$ cat config.mk
export PLATFORM = sky130hd
export DESIGN_NAME = alu_cmd_server
export DESIGN_NICKNAME = d
export VERILOG_FILES = /design/src/rtl/alu_cmd_pkg.sv /design/src/rtl/alu_rsp_fifo.sv /design/src/rtl/alu_cmd_server.sv
export SDC_FILE = /design/constraint.sdc
export NUM_CORES = 1
export LEC_CHECK = 0
export BUFFER_PORTS_ARGS = -buffer_cell sky130_fd_sc_hd__clkbuf_2
export CORE_MARGIN = 10
export CORE_UTILIZATION = 60
export DETAILED_ROUTE_END_ITERATION = 8
export HOLD_SLACK_MARGIN = 0.08
export PLACE_DENSITY = 0.81
export REMOVE_ABC_BUFFERS = 1
export SYNTH_ARGS = -nofsm -noshare
export SYNTH_HDL_FRONTEND = slang
export SYNTH_SLANG_ARGS = --single-unit
export TNS_END_PERCENT = 50
$ cat constraint.sdc
create_clock -name clk -period 4.4 [get_ports clk]
set_clock_uncertainty 0.05 [all_clocks]
set_input_delay 0 -clock clk [delete_from_list [all_inputs] [get_ports clk]]
set_output_delay 0 -clock clk [all_outputs]
set_load 0.01 [all_outputs]
$ cat src/rtl/alu_cmd_pkg.sv
// Shared types and widths for the ALU command server.
package alu_cmd_pkg;

  localparam int unsigned DATA_W = 16;
  localparam int unsigned TAG_W  = 4;
  localparam int unsigned OP_W   = 3;

  typedef enum logic [OP_W-1:0] {
    OP_ADD    = 3'd0,
    OP_SUB    = 3'd1,
    OP_INC    = 3'd2,
    OP_AND    = 3'd3,
    OP_OR     = 3'd4,
    OP_XOR    = 3'd5,
    OP_PASS_A = 3'd6,
    OP_ILL    = 3'd7
  } op_e;

  typedef struct packed {
    logic [DATA_W-1:0] result;
    logic              cout;
    logic              zero;
    logic              err;
    logic [TAG_W-1:0]  tag;
  } rsp_t;

  // Opcodes whose carry-out feeds the stored chain carry.
  function automatic logic is_arith(input op_e op);
    return (op == OP_ADD) || (op == OP_SUB) || (op == OP_INC);
  endfunction

endpackage

$ cat src/rtl/alu_rsp_fifo.sv
// Synchronous response FIFO; head reads as all-zero while empty.
module alu_rsp_fifo
  import alu_cmd_pkg::*;
#(
  parameter int unsigned DEPTH = 4,
  localparam int unsigned PTR_W = $clog2(DEPTH),
  localparam int unsigned CNT_W = $clog2(DEPTH + 1)
) (
  input  logic             clk,
  input  logic             reset,
  input  logic             push,
  input  rsp_t             push_data,
  input  logic             pop,
  output rsp_t             head,
  output logic [CNT_W-1:0] count,
  output logic             full,
  output logic             empty
);

  rsp_t             mem [DEPTH];
  logic [PTR_W-1:0] wr_ptr;
  logic [PTR_W-1:0] rd_ptr;
  logic             push_ok;
  logic             pop_ok;

  assign full    = (count == CNT_W'(DEPTH));
  assign empty   = (count == '0);
  assign push_ok = push & ~full;
  assign pop_ok  = pop & ~empty;
  assign head    = empty ? '0 : mem[rd_ptr];

  // Pointers wrap naturally since DEPTH is a power of two.
  always_ff @(posedge clk) begin
    if (reset) begin
      wr_ptr <= '0;
      rd_ptr <= '0;
      count  <= '0;
    end else begin
      if (push_ok) wr_ptr <= wr_ptr + PTR_W'(1);
      if (pop_ok)  rd_ptr <= rd_ptr + PTR_W'(1);
      case ({push_ok, pop_ok})
        2'b10:   count <= count + CNT_W'(1);
        2'b01:   count <= count - CNT_W'(1);
        default: count <= count;
      endcase
    end
  end

  // Storage needs no reset; unread slots are masked by empty.
  always_ff @(posedge clk) begin
    if (push_ok) mem[wr_ptr] <= push_data;
  end

endmodule

$ cat src/rtl/alu_cmd_server.sv
// 16-bit ALU request/response server with chained carry and response FIFO.
module alu_cmd_server
  import alu_cmd_pkg::*;
#(
  parameter int unsigned DEPTH = 4
) (
  input  logic              clk,
  input  logic              reset,
  input  logic              req_valid,
  output logic              req_ready,
  input  logic [OP_W-1:0]   req_op,
  input  logic [DATA_W-1:0] req_a,
  input  logic [DATA_W-1:0] req_b,
  input  logic              req_cin,
  input  logic              req_chain,
  input  logic [TAG_W-1:0]  req_tag,
  output logic              rsp_valid,
  input  logic              rsp_ready,
  output logic [DATA_W-1:0] rsp_result,
  output logic              rsp_cout,
  output logic              rsp_zero,
  output logic              rsp_err,
  output logic [TAG_W-1:0]  rsp_tag
);

  localparam int unsigned CNT_W  = $clog2(DEPTH + 1);
  localparam int unsigned WIDE_W = DATA_W + 1;

  op_e               op;
  logic              carry_q;
  logic              carry_eff;
  logic              accept;
  logic [WIDE_W-1:0] wide;
  rsp_t              alu_rsp;
  rsp_t              head;
  logic [CNT_W-1:0]  fifo_count;
  logic              fifo_full;
  logic              fifo_empty;

  assign op        = op_e'(req_op);
  assign req_ready = ~reset & ~fifo_full;
  assign accept    = req_valid & req_ready;
  assign carry_eff = req_chain ? carry_q : req_cin;

  // Single-cycle datapath evaluated in the accept cycle.
  always_comb begin
    wide        = '0;
    alu_rsp     = '0;
    alu_rsp.tag = req_tag;
    case (op)
      OP_ADD:    wide = WIDE_W'(req_a) + WIDE_W'(req_b) + WIDE_W'(carry_eff);
      OP_SUB:    wide = WIDE_W'(req_a) - WIDE_W'(req_b) - WIDE_W'(carry_eff);
      OP_INC:    wide = WIDE_W'(req_a) + WIDE_W'(1);
      OP_AND:    wide = {1'b0, req_a & req_b};
      OP_OR:     wide = {1'b0, req_a | req_b};
      OP_XOR:    wide = {1'b0, req_a ^ req_b};
      OP_PASS_A: wide = {1'b0, req_a};
      default:   alu_rsp.err = 1'b1;
    endcase
    alu_rsp.result = wide[DATA_W-1:0];
    alu_rsp.cout   = wide[DATA_W];
    alu_rsp.zero   = (wide[DATA_W-1:0] == '0);
  end

  // Chain carry follows only accepted arithmetic ops.
  always_ff @(posedge clk) begin
    if (reset) begin
      carry_q <= 1'b0;
    end else if (accept && is_arith(op)) begin
      carry_q <= alu_rsp.cout;
    end
  end

  alu_rsp_fifo #(.DEPTH(DEPTH)) u_fifo (
    .clk       (clk),
    .reset     (reset),
    .push      (accept),
    .push_data (alu_rsp),
    .pop       (rsp_ready),
    .head      (head),
    .count     (fifo_count),
    .full      (fifo_full),
    .empty     (fifo_empty)
  );

  // Occupancy count and full flag must agree.
  always_comb begin
    if (!reset) assert (fifo_full == (fifo_count == CNT_W'(DEPTH)));
  end

  assign rsp_valid  = ~fifo_empty;
  assign rsp_result = head.result;
  assign rsp_cout   = head.cout;
  assign rsp_zero   = head.zero;
  assign rsp_err    = head.err;
  assign rsp_tag    = head.tag;

endmodule

**Word level (Yosys, flattened, before mapping)**

Memories as Yosys holds them, arrays and structs flattened. A register that Yosys moved wholly into a read port is not among the register bits.
Index checks and enable logic that the tools add are counted.

- Bitwise logic cells: 10
- Muxes and demuxes: 9
- Add/sub/neg operators: 9
- Eq/ne operators: 9
- Reduce and logical (&&, ||, !) cells: 8

Operators with widths:

| kind | count |
|---|---|
| $pmux W17 S7 | 1 |
| $mux W23 | 1 |
| $add A16 B1 Y17 const B | 1 |
| $add A16 B16 Y17 | 1 |
| $add A17 B1 Y17 | 1 |
| $sub A16 B16 Y17 | 1 |
| $sub A17 B1 Y17 | 1 |
| $and A16 B16 Y16 | 1 |
| $logic_not A16 Y1 | 1 |
| $or A16 B16 Y16 | 1 |
| $xor A16 B16 Y16 | 1 |
| $eq A3 B3 Y1 const B | 4 |
| $reduce_or A7 Y1 | 1 |
| $eq A3 B2 Y1 const B | 2 |
| $logic_not A3 Y1 | 2 |
| $pmux W3 S2 | 1 |
| $add A2 B1 Y2 const B | 2 |
| $and A1 B1 Y1 | 4 |
| $mux W1 | 4 |
| $mux W2 | 2 |
| $add A3 B1 Y3 const B | 1 |
| $eq A3 B1 Y1 const B | 1 |
| $not A1 Y1 | 3 |
| $sub A3 B1 Y3 const B | 1 |
| other kinds (5) | 6 |

- Memories: 1
- Input bits: 45
- RAM bits: 92
- Output and inout port bits: 25
- Bits in registers: 8

Memories:

| memory | depth | bits a word | rd ports | clocked after Yosys merged registers in | write ports | line | source |
|---|---|---|---|---|---|---|---|
| u_fifo.mem | 4 | 23 | 1 | 1 | 1 | alu_rsp_fifo.sv:20 | `rsp_t mem [DEPTH];` |

**Logic depth before layout (Yosys ltp)**

- Depth in word-level cells: 7
- Depth in mapped cells: 13
- Depth with buffers taken out: 13

**Modules after synthesis**

A second synthesis with hierarchy kept.

- Cells, all modules: 695
- Area, all modules: 7,533.5 um^2

Modules (own cells, without submodules):

| module | sequential area each (um^2) | times used | cells an instance | area an instance (um^2) |
|---|---|---|---|---|
| alu_rsp_fifo | 2,942.8 | 1 | 199 | 4,027.6 |
| alu_cmd_server | 20.0 | 1 | 496 | 3,505.9 |

**Worst setup path before layout**

OpenSTA, ideal clock, no wires.

- Path kind: register to register
- Start point: reg carry_q
- End point: mem u_fifo.mem[0][5] (netlist name) (data pin)
- Required time: 4.144 ns
- Cell stages (with the launch flop): 13
- Library setup time: 0.206 ns
- Arrival time: 3.211 ns
- Setup slack: 0.933 ns
- Path through: dfxtp_1 -> mux2i_1 -> inv_1 -> fa_1 -> ha_1 -> xor2_1 -> mux4_2 -> a2bb2oi_1 -> nor3_1 -> nand4b_1 -> nor4_1 -> or4b_4 -> nor4_2

RTL lines:

| element | line | source |
|---|---|---|
| start: declaration | alu_cmd_server.sv:30 | `logic carry_q;` |
| start signal: assignment | alu_cmd_server.sv:70 | `carry_q <= alu_rsp.cout;` |
| end: declaration | alu_rsp_fifo.sv:20 |  |

==> flow_summary.json <==
{
  "path_clk_slew_ns": 0.07,
  "cts_buffer_depth": 2,
  "insertion_delay_ns": 0.34,
  "netlist_area_mm2": 0.00739,
  "relSlewSlack": 0.215,
  "dr.pass1.iters": 5,
  "p_sw_frac": 0.334,
  "die_y_um": 131,
  "slowest_stage": "or4b_4",
  "ir_worst_vdd_uv": 217,
  "fmax_mhz": 251,
  "p_switching_uw": 1030,
  "hpwl_mm": 13.4,
  "cpPeakStageDelay_ns": 0.51,
  "combPwrFrac": 0.382,
  "synth_compound_area_frac": 0.134,
  "ys_types": 77,
  "finalSetupTns_ns": 0,
  "placedInstanceArea_mm2": 0.00787,
  "fin_nets": 865,
  "cts_inserted_buffers": 9,
  "cts_hold_buf": 5,
  "synthCells": 681,
  "crit_type": "reg2reg",
  "drv_cap": 0,
  "io_pins": 70,
  "grt_pass1_wl_mm": 29.1,
  "fin_area_mm2": 0.00821,
  "synth_area_leaders": "edfxtp_1 37%, ha_1 12%, mux4_2 7.3%",
  "p_per_area_mw_per_mm2": 377,
  "grt_max_degree": 35,
  "yosysWarnings": 0,
  "synthSimpleGateAreaFrac": 0.154,
  "finalHoldViolCount": 0,
  "postCtsSetupBuffers": 0,
  "drt_iter0_markers": 400,
  "crit_chain": "mux2i_1 -> inv_1 -> fa_1 -> inv_1 -> ha_1 -> o21ai_1 -> a2111o_1 -> a21oi_2 -> nor3b_1 -> a211o_1 -> nor4_1 -> or4b_4 -> nor4_2",
  "cts_tree": "built",
  "worstPathRequired_ns": 4.47,
  "drc": 0,
  "gr-total-overflow": 0,
  "cts_root_buf": "clkbuf_16",
  "synth_fa_ha_area_frac": 0.129,
  "grt_usage": 0.216,
  "slew_viol_final": 0,
  "start_util": 0.613,
  "post-route-period-util": 0.904,
  "crit_path_end_kind": "register",
  "antenna_found_initial": 1,
  "syn_area_per_cell_um2": 10.9,
  "core_mm2": 0.0121,
  "ant_nets": 0,
  "rsz0062_at_grt": "false",
  "dp_slack_ns": 0.510,
  "seqPwrFrac": 0.381,
  "final_cell_mix": "92 x edfxtp_1, 69 x clkbuf_2, 68 x ha_1",
  "status": "complete, no violations",
  "synth_top_area_frac": 0.374,
  "via_per_inst": 6.09,
  "synth_xor_area_frac": 0.0403,
  "synth_edf_count": 92,
  "dieArea_mm2": 0.0172,
  "worst_slew_pin_slew_ns": 1.18,
  "gp_congestion": 0.876,
  "async_reset_ff_frac": 0,
  "ctsResizeCount": 0,
  "die-width_um": 131,
  "synth_ff_type": "edfxtp_1",
  "ys_seq_area_frac": 0.401,
  "fillers": 921,
  "layout-drive-gt1-share": 0.193,
  "period_minus_slack_ns": 3.98,
  "clock_power_share": 0.238,
  "startpoint_type": "register",
  "leakage_uw": 0.00326,
  "grt_pass1_vias": 5620,
  "wire_per_inst_um": 19.7,
  "synth_top_area_cell": "edfxtp_1",
  "syn2layout_area_growth_pct": 11.1,
  "final_common_cell": "edfxtp_1",
  "critPathArrivalTime_ns": 4.05,
  "p_int_uw": 2060,
  "rows": 40,
  "critPathMaxFanout": 5,
  "ys_seq_elements": 102,
  "clock_sinks": 102,
  "hp-class": "in2reg",
  "finalSetupViolCount": 0,
  "cts_htree_levels": 3,
  "wl_mm": 18.1,
  "synth_top_family_by_area": "simple AND/OR/NAND/NOR gates",
  "synth.area.mux_share": 0.0944,
  "crit_top_cell": "inv_1",
  "dr_total_vias": 5605,
  "io_buffers": 69,
  "setup_ws_ns": 0.423
}
[state kept, by name, summed over array words and instances, names as in the netlist, named ones only]
signal         flops
u_fifo.mem        92
u_fifo.wr_ptr      2
carry_q            1
u_fifo.rd_ptr      2
u_fifo.count       3
[Yosys cell counts, types with 11 or more instances]
cell type  instances
xnor2_1           24
inv_1             56
ha_1              68
nand3_1           15
nor2_1            40
and2_1            27
a21oi_1           24
nor2b_1           13
mux4_2            24
nor3_1            11
nand2_1           42
o21ai_0           27
edfxtp_1          92
[per-layer routing]
layer  routed length [µm]  up-vias  track usage
met4                  476        0       0.0974
met2                 8430      222        0.342
li1                     -     2645            -
met5                    0        -            0
met1                 8120     2711        0.287
met3                 1120       27       0.0334
[power by group through the flow]
stage | Clock [µW] | Sequential (µW) | Combinational, µW
2_1_floorplan | 0 | 1230 | 758
3_3_place_gp | 0 | 1190 | 1140
3_5_place_dp | 0 | 1200 | 1170
4_1_cts | 747 | 1180 | 1180
5_1_grt | 780 | 1180 | 1300
6_report | 735 | 1180 | 1180
[stage by stage]
stage | std cells | utilization | total power, µW | hold WS, ns
after global placement | 899 | 0.653 | 2330 | 0.171
after floorplan | 654 | - | 1990 | 0.0185
after detailed placement | 899 | 0.653 | 2370 | 0.179
after CTS | 920 | 0.681 | 3110 | 0.0824
after global routing | 920 | 0.681 | 3270 | 0.130
final | 921 | 0.681 | 3100 | 0.0986
[worst max-delay path, delay by kind of cell (launching register included)]
family | cells | cell delay [ns]
adder cells (fa/ha/maj) | 2 | 0.62
buffers and inverters | 2 | 0.17
AO/OA/AOI/OAI | 4 | 1.10
flip-flops | 1 | 0.31
multiplexers | 1 | 0.23
AND/OR/NAND/NOR | 4 | 1.29
[cell type report]
cell class	instances	area [µm²]	area share
multi-input cells	493	4070	0.496
flip-flops and latches	102	2960	0.361
repair buffers	82	455	0.0555
clock buffers	10	239	0.0291
inverters	59	221	0.0270
well taps	168	210	0.0256
clock inverters	6	46.3	0.00564
diodes	1	2.50	0.000305
[path summary, 6_finish.rpt]
path / start / to / slack (ns) / cells past startpoint
worst max-delay path: carry_q / u_fifo.mem[0][5] / 0.42 / 13
worst min-delay path: rsp_ready / u_fifo.rd_ptr[0] / 0.1 / 4
worst max register to register: carry_q / u_fifo.mem[0][5] / 0.42 / 13
worst min register to register: u_fifo.count[2] / u_fifo.count[2] / 0.46 / 2
[logic make-up after synthesis]
logic type | Yosys count
buf+inv | 86
flops | 102
mux | 39
fa+ha+maj | 73
simple gates | 207
xor+xnor | 34
compound gates | 140
Note: power is estimated with default switching activity, not from simulation.
